**src/rtl/bist_pkg.sv**
```systemverilog
// Shared BIST definitions: analyzer FSM state encoding and the default
// signature polynomial/seed, also used by the pattern-generator LFSR stage.
package bist_pkg;

  typedef enum logic [1:0] {
    IDLE    = 2'd0,
    COMPACT = 2'd1,
    CHECK   = 2'd2,
    DONE    = 2'd3
  } state_e;

  // x^8 + x^4 + x^3 + x^2 + 1, with the implicit x^8 term dropped
  localparam logic [7:0] DEFAULT_POLY = 8'h1D;
  localparam logic [7:0] DEFAULT_SEED = 8'h00;

endpackage

```
**src/rtl/sisr_reg.sv**
```systemverilog
// Serial-input signature register: shifts left, folds the polynomial back in
// when the outgoing MSB is set, and XORs the serial input into bit 0.
module sisr_reg
  import bist_pkg::*;
#(
  parameter int               WIDTH = 8,
  parameter logic [WIDTH-1:0] POLY  = DEFAULT_POLY,
  parameter logic [WIDTH-1:0] SEED  = DEFAULT_SEED
) (
  input  logic             clk,
  input  logic             rst,
  input  logic             load,
  input  logic             shift,
  input  logic             din,
  output logic [WIDTH-1:0] q
);

  logic [WIDTH-1:0] q_q;
  logic [WIDTH-1:0] q_d;

  // load takes priority so a restart never mixes in a stray scan bit
  always_comb begin
    q_d = q_q;
    if (load) begin
      q_d = SEED;
    end else if (shift) begin
      q_d = {q_q[WIDTH-2:0], 1'b0}
          ^ (q_q[WIDTH-1] ? POLY : {WIDTH{1'b0}})
          ^ {{(WIDTH-1){1'b0}}, din};
    end
  end

  always_ff @(posedge clk) begin
    if (rst) begin
      q_q <= SEED;
    end else begin
      q_q <= q_d;
    end
  end

  assign q = q_q;

endmodule

```
**src/rtl/scan_signature_analyzer.sv**
```systemverilog
// BIST response compactor: folds a fixed window of qualified scan_out bits
// into a SISR and compares the final signature against a golden value.
module scan_signature_analyzer
  import bist_pkg::*;
#(
  parameter int               WIDTH  = 8,
  parameter logic [WIDTH-1:0] POLY   = DEFAULT_POLY,
  parameter logic [WIDTH-1:0] SEED   = DEFAULT_SEED,
  parameter int               WINDOW = 32,
  parameter int               CNT_W  = 6
) (
  input  logic             clk,
  input  logic             rst,
  input  logic             start,
  input  logic             scan_en,
  input  logic             scan_bit,
  input  logic [WIDTH-1:0] golden,
  output logic             busy,
  output logic             done,
  output logic             pass,
  output logic [WIDTH-1:0] signature,
  output logic [CNT_W-1:0] bit_count
);

  localparam logic [CNT_W-1:0] WinLast = CNT_W'(WINDOW);

  state_e           state_q;
  logic [CNT_W-1:0] count_q;
  logic [CNT_W-1:0] count_d;
  logic             busy_q;
  logic             done_q;
  logic             pass_q;
  logic             sisrLoad;
  logic             sisrShift;

  assign sisrLoad  = start && ((state_q == IDLE) || (state_q == DONE));
  assign sisrShift = (state_q == COMPACT) && scan_en;
  assign count_d   = count_q + CNT_W'(1);

  sisr_reg #(
    .WIDTH (WIDTH),
    .POLY  (POLY),
    .SEED  (SEED)
  ) u_sisr (
    .clk   (clk),
    .rst   (rst),
    .load  (sisrLoad),
    .shift (sisrShift),
    .din   (scan_bit),
    .q     (signature)
  );

  // A start edge only arms the run; the first bit is taken on the next edge.
  always_ff @(posedge clk) begin
    if (rst) begin
      state_q <= IDLE;
      count_q <= '0;
      busy_q  <= 1'b0;
      done_q  <= 1'b0;
      pass_q  <= 1'b0;
    end else begin
      case (state_q)
        IDLE: begin
          if (start) begin
            state_q <= COMPACT;
            count_q <= '0;
            busy_q  <= 1'b1;
          end
        end
        COMPACT: begin
          if (scan_en) begin
            count_q <= count_d;
            if (count_d == WinLast) begin
              state_q <= CHECK;
            end
          end
        end
        CHECK: begin
          pass_q  <= (signature == golden);
          state_q <= DONE;
          busy_q  <= 1'b0;
          done_q  <= 1'b1;
        end
        DONE: begin
          if (start) begin
            state_q <= COMPACT;
            count_q <= '0;
            pass_q  <= 1'b0;
            busy_q  <= 1'b1;
            done_q  <= 1'b0;
          end
        end
        default: begin
          state_q <= IDLE;
        end
      endcase
    end
  end

  assign busy      = busy_q;
  assign done      = done_q;
  assign pass      = pass_q;
  assign bit_count = count_q;

endmodule
```
**config.mk**
```make
export PLATFORM = sky130hd
export DESIGN_NAME = scan_signature_analyzer
export DESIGN_NICKNAME = d
export VERILOG_FILES = /design/src/rtl/bist_pkg.sv /design/src/rtl/sisr_reg.sv /design/src/rtl/scan_signature_analyzer.sv
export SDC_FILE = /design/constraint.sdc
export NUM_CORES = 1
export LEC_CHECK = 0
export BUFFER_PORTS_ARGS = -buffer_cell sky130_fd_sc_hd__buf_2
export CAP_MARGIN = 30
export CORE_ASPECT_RATIO = 1.5
export CORE_MARGIN = 10
export CORE_UTILIZATION = 35
export DETAILED_ROUTE_END_ITERATION = 16
export PLACE_DENSITY = 0.65
export REMOVE_ABC_BUFFERS = 1
export SLEW_MARGIN = 30
export SYNTH_ARGS = -nofsm -noshare
export SYNTH_HDL_FRONTEND = slang
export SYNTH_HIERARCHICAL = 1
export SYNTH_SLANG_ARGS = --single-unit
```
**constraint.sdc**
```tcl
create_clock -name clk -period 2.1 [get_ports clk]
set_clock_uncertainty 0.1 [all_clocks]
set_input_delay 0.525 -clock clk [delete_from_list [all_inputs] [get_ports clk]]
set_output_delay 0.525 -clock clk [all_outputs]
set_load 0.02 [all_outputs]
```
==> key figures <==
Run status
  • Status: complete, no violations

Synth
  • Yosys reg bits: 19
  • Cell Area, Synth: 1096 um2
  • Post-synthesis mux area share: 7.078%
  • Mapped Cells: 119
  • Post-synth EDFFs: 0
  • Compound-Gate Fraction of Synth Area: 17.01%
  • XOR/XNOR Fraction of Synth Area: 9.589%
  • Top area cells in the synthesized netlist: dfxtp_1, xnor2_1, ha_1
  • Mean Syn Cell Area: 9.211 um2
  • Register area share after synthesis: 34.70%
  • Post-synth top area share: 34.70%
  • Most used DFF post-synth: dfxtp_1
  • Simple-gate portion of the synthesized area: 21.12%
  • Count leader, synth: dfxtp_1
  • Largest area contributor in the netlist: dfxtp_1
  • Syn. warnings: 6
  • Largest family of logic cells by synthesized area: simple AND/OR/NAND/NOR gates
  • Post-synth top cells: dfxtp_1, nor2_1, xnor2_1
  • Synth unique cells: 36
  • Post-synth ARST share: 0%
  • Synth Area in Adders: 5.708%

Pwr
  • Internal: 0.7505 mW
  • Max VDD drop: 0.4365 mV
  • Pwr dens: 896.0 nW/um2
  • Gate power share: 40.7%
  • Clk network pwr share: 21.1%
  • Switching Power: 0.4333 mW
  • Sequential share of power: 38.2%
  • Leak: 0.5478 nW
  • Switching Share: 36.60%

STA
  • Worst Max-Slew Pin Slew: 0.3492 ns
  • Final worst slack: 0.2135 ns
  • Max Slew Vio Count: 0
  • Tcrit/Tclk final: 89.83%
  • RSZ-0062 raised after global routing: no
  • Final min period: 1.886 ns
  • Final Hold Viols: 0
  • Max_slew headroom: 76.72%
  • Achievable Freq: 530.1 MHz
  • Setup TNS: 0 ns
  • Worst hold margin: 0.3540 ns
  • Final setup fails: 0

Setup path
  • Slowest CP cell: ha_1
  • Crit-path max cell delay: 0.40 ns
  • Critical path capture point type: register
  • Cells along the critical path: inv_1 -> ha_1 -> nand2b_1 -> and3_1 -> a22oi_2 -> mux2_4
  • Crit path max fanout: 8
  • Worst Setup Start Kind: register
  • Critical path class: reg2reg
  • Arr. time, crit path: 1.93 ns
  • CP Data Required Time: 2.14 ns

Detailed routing
  • Vias: 955
  • Routed Antenna Nets: 0
  • WL/cell: 12.92 um
  • # DRC: 0
  • Vias per Instance: 5.026
  • DR iter-0 viols: 34
  • Drt total wl: 2455 um
  • Initial DRT Pass Iterations: 4

Final layout
  • Post-Route Utilization: 44.44%
  • Layout area overhead: 20.55%
  • Antenna cell count: 0
  • # nets final: 170
  • Layout cells sized above 1: 31.13%

CTS
  • Root Buffer: clkbuf_8
  • CTS tree: yes
  • H-Tree Depth: 1
  • Post-CTS sizing: 0
  • Clock transition at path regs: 0.07 ns
  • Clk_lat worst skew: 0.25 ns
  • Hold buffers post-CTS: 0
  • Max Root-Sink Buffers: 2
  • Post-CTS setup repair buffer count: 0
  • CTS Buf Count: 3
  • Clk sinks: 19

Die
  • Die W: 65.69 um
  • # rows: 24
  • Die ar.: 5816 um2
  • DIE HEIGHT: 88.54 um
  • Starting Density: 36.87%
  • IO Count: 30
  • Core Area: 2973 um2

Global route
  • Vias in the first global route: 1039
  • Initial antenna violation count: 0
  • Largest net degree at the start of global routing: 15
  • Global Route Usage Sum: 8.987%
  • GRT overflow: 0
  • First-pass GRT wire length: 4381 um

Min path
  • Hold WC Path Type: reg2reg

Placed design
  • HPWL Detailed: 2023 um
  • Number of buffers added on ports: 29
  • DP Worst Slack: 0.2289 ns
  • Final GP Congestion: 0.8290

Run
  • Max-cap check violation count: 0
## cell usage in the layout, fill, tap and decap left out
| cell type | instances |
|---|---|
| mux2i_1 | 4 |
| clkbuf_8 | 3 |
| or3b_4 | 1 |
| or3_2 | 1 |
| a22oi_1 | 1 |
| or4_1 | 2 |
| o22ai_1 | 1 |
| o21ai_0 | 3 |
| a31oi_1 | 3 |
| nand2_1 | 5 |
| nor2_1 | 16 |
| and3_2 | 1 |
| xor2_1 | 1 |
| and2_1 | 3 |
| or2_1 | 1 |
| mux2_4 | 1 |
| dfxtp_1 | 19 |
| buf_4 | 3 |
| nor2b_1 | 2 |
| nand4_1 | 1 |
| o21bai_1 | 1 |
| a221o_1 | 1 |
| or2_2 | 1 |
| a211oi_2 | 4 |
| nand3b_1 | 2 |
| ha_1 | 5 |
| a211oi_1 | 1 |
| nand2b_1 | 3 |
| a22oi_2 | 1 |
| and3_1 | 2 |
| inv_1 | 4 |
| a21oi_1 | 8 |
| o2111a_1 | 1 |
| xnor2_1 | 11 |
| buf_2 | 29 |
| nand3_1 | 3 |
| mux2i_4 | 1 |
| clkinv_2 | 1 |
## per-stage QoR
| stage | std cells | cell area [um2] | power [mW] |
|---|---|---|---|
| detailed placement | 186 | 1275 | 0.9435 |
| finish | 190 | 1321 | 1.184 |
| CTS | 190 | 1321 | 1.197 |
| floorplan | 115 | 1059 | 0.7945 |
| global placement | 186 | 1275 | 0.9270 |
| global route | 190 | 1321 | 1.277 |
## worst paths after layout
path	from	to	slack (ns)	depth (start not counted)
hold / removal	done	done	0.35	2
setup reg to reg	state_q[0]	state_q[0]	0.21	6
hold reg to reg	done	done	0.35	2
setup / recovery	state_q[0]	state_q[0]	0.21	6
## routing by layer
layer / wire [um] / share of wire [%] / track usage [%]
met3: 154 / 6.3 / 2.658
met5: 0 / 0 / 0
met1: 1087 / 44 / 10.00
met2: 1206 / 49 / 15.78
met4: 7 / 0.29 / 2.930
## worst max-delay path: cells and delay by family (launching register included)
kind                     cells  cell delay [ns]
adder cells (fa/ha/maj)      1             0.40
buffers and inverters        1             0.08
flip-flops                   1             0.39
multiplexers                 1             0.31
AO/OA/AOI/OAI                1             0.14
AND/OR/NAND/NOR              2             0.36
## kinds of logic after synthesis
kind of cell    count (synthesis)
simple gates                   44
xor+xnor                       12
mux                             6
compound gates                 25
buf+inv                         8
flops                          19
fa+ha+maj                       5
## final cells by class
class	instances	area (um2)
inverter	4	15.01
clock inverter	1	5.005
fill	302	1652
tap	39	48.80
timing repair buffer	32	167.7
multi-input combinational	92	663.1
clock buffer	3	41.29
sequential	19	380.4
## sequential cells by signal, indices dropped and copies added, names as in the netlist
register,flops
done,1
state_q,2
u_sisr/q,8
busy,1
bit_count,6
pass,1
## power by group through the flow
stage               sequential (mW)  clock, mW  combinational (mW)
floorplan                     0.490          0               0.304
global route                  0.460      0.272               0.545
global placement              0.456          0               0.471
detailed placement            0.460          0               0.483
finish                        0.452      0.250               0.482
CTS                           0.453      0.259               0.484
Note: power is estimated with default switching activity, not from simulation.
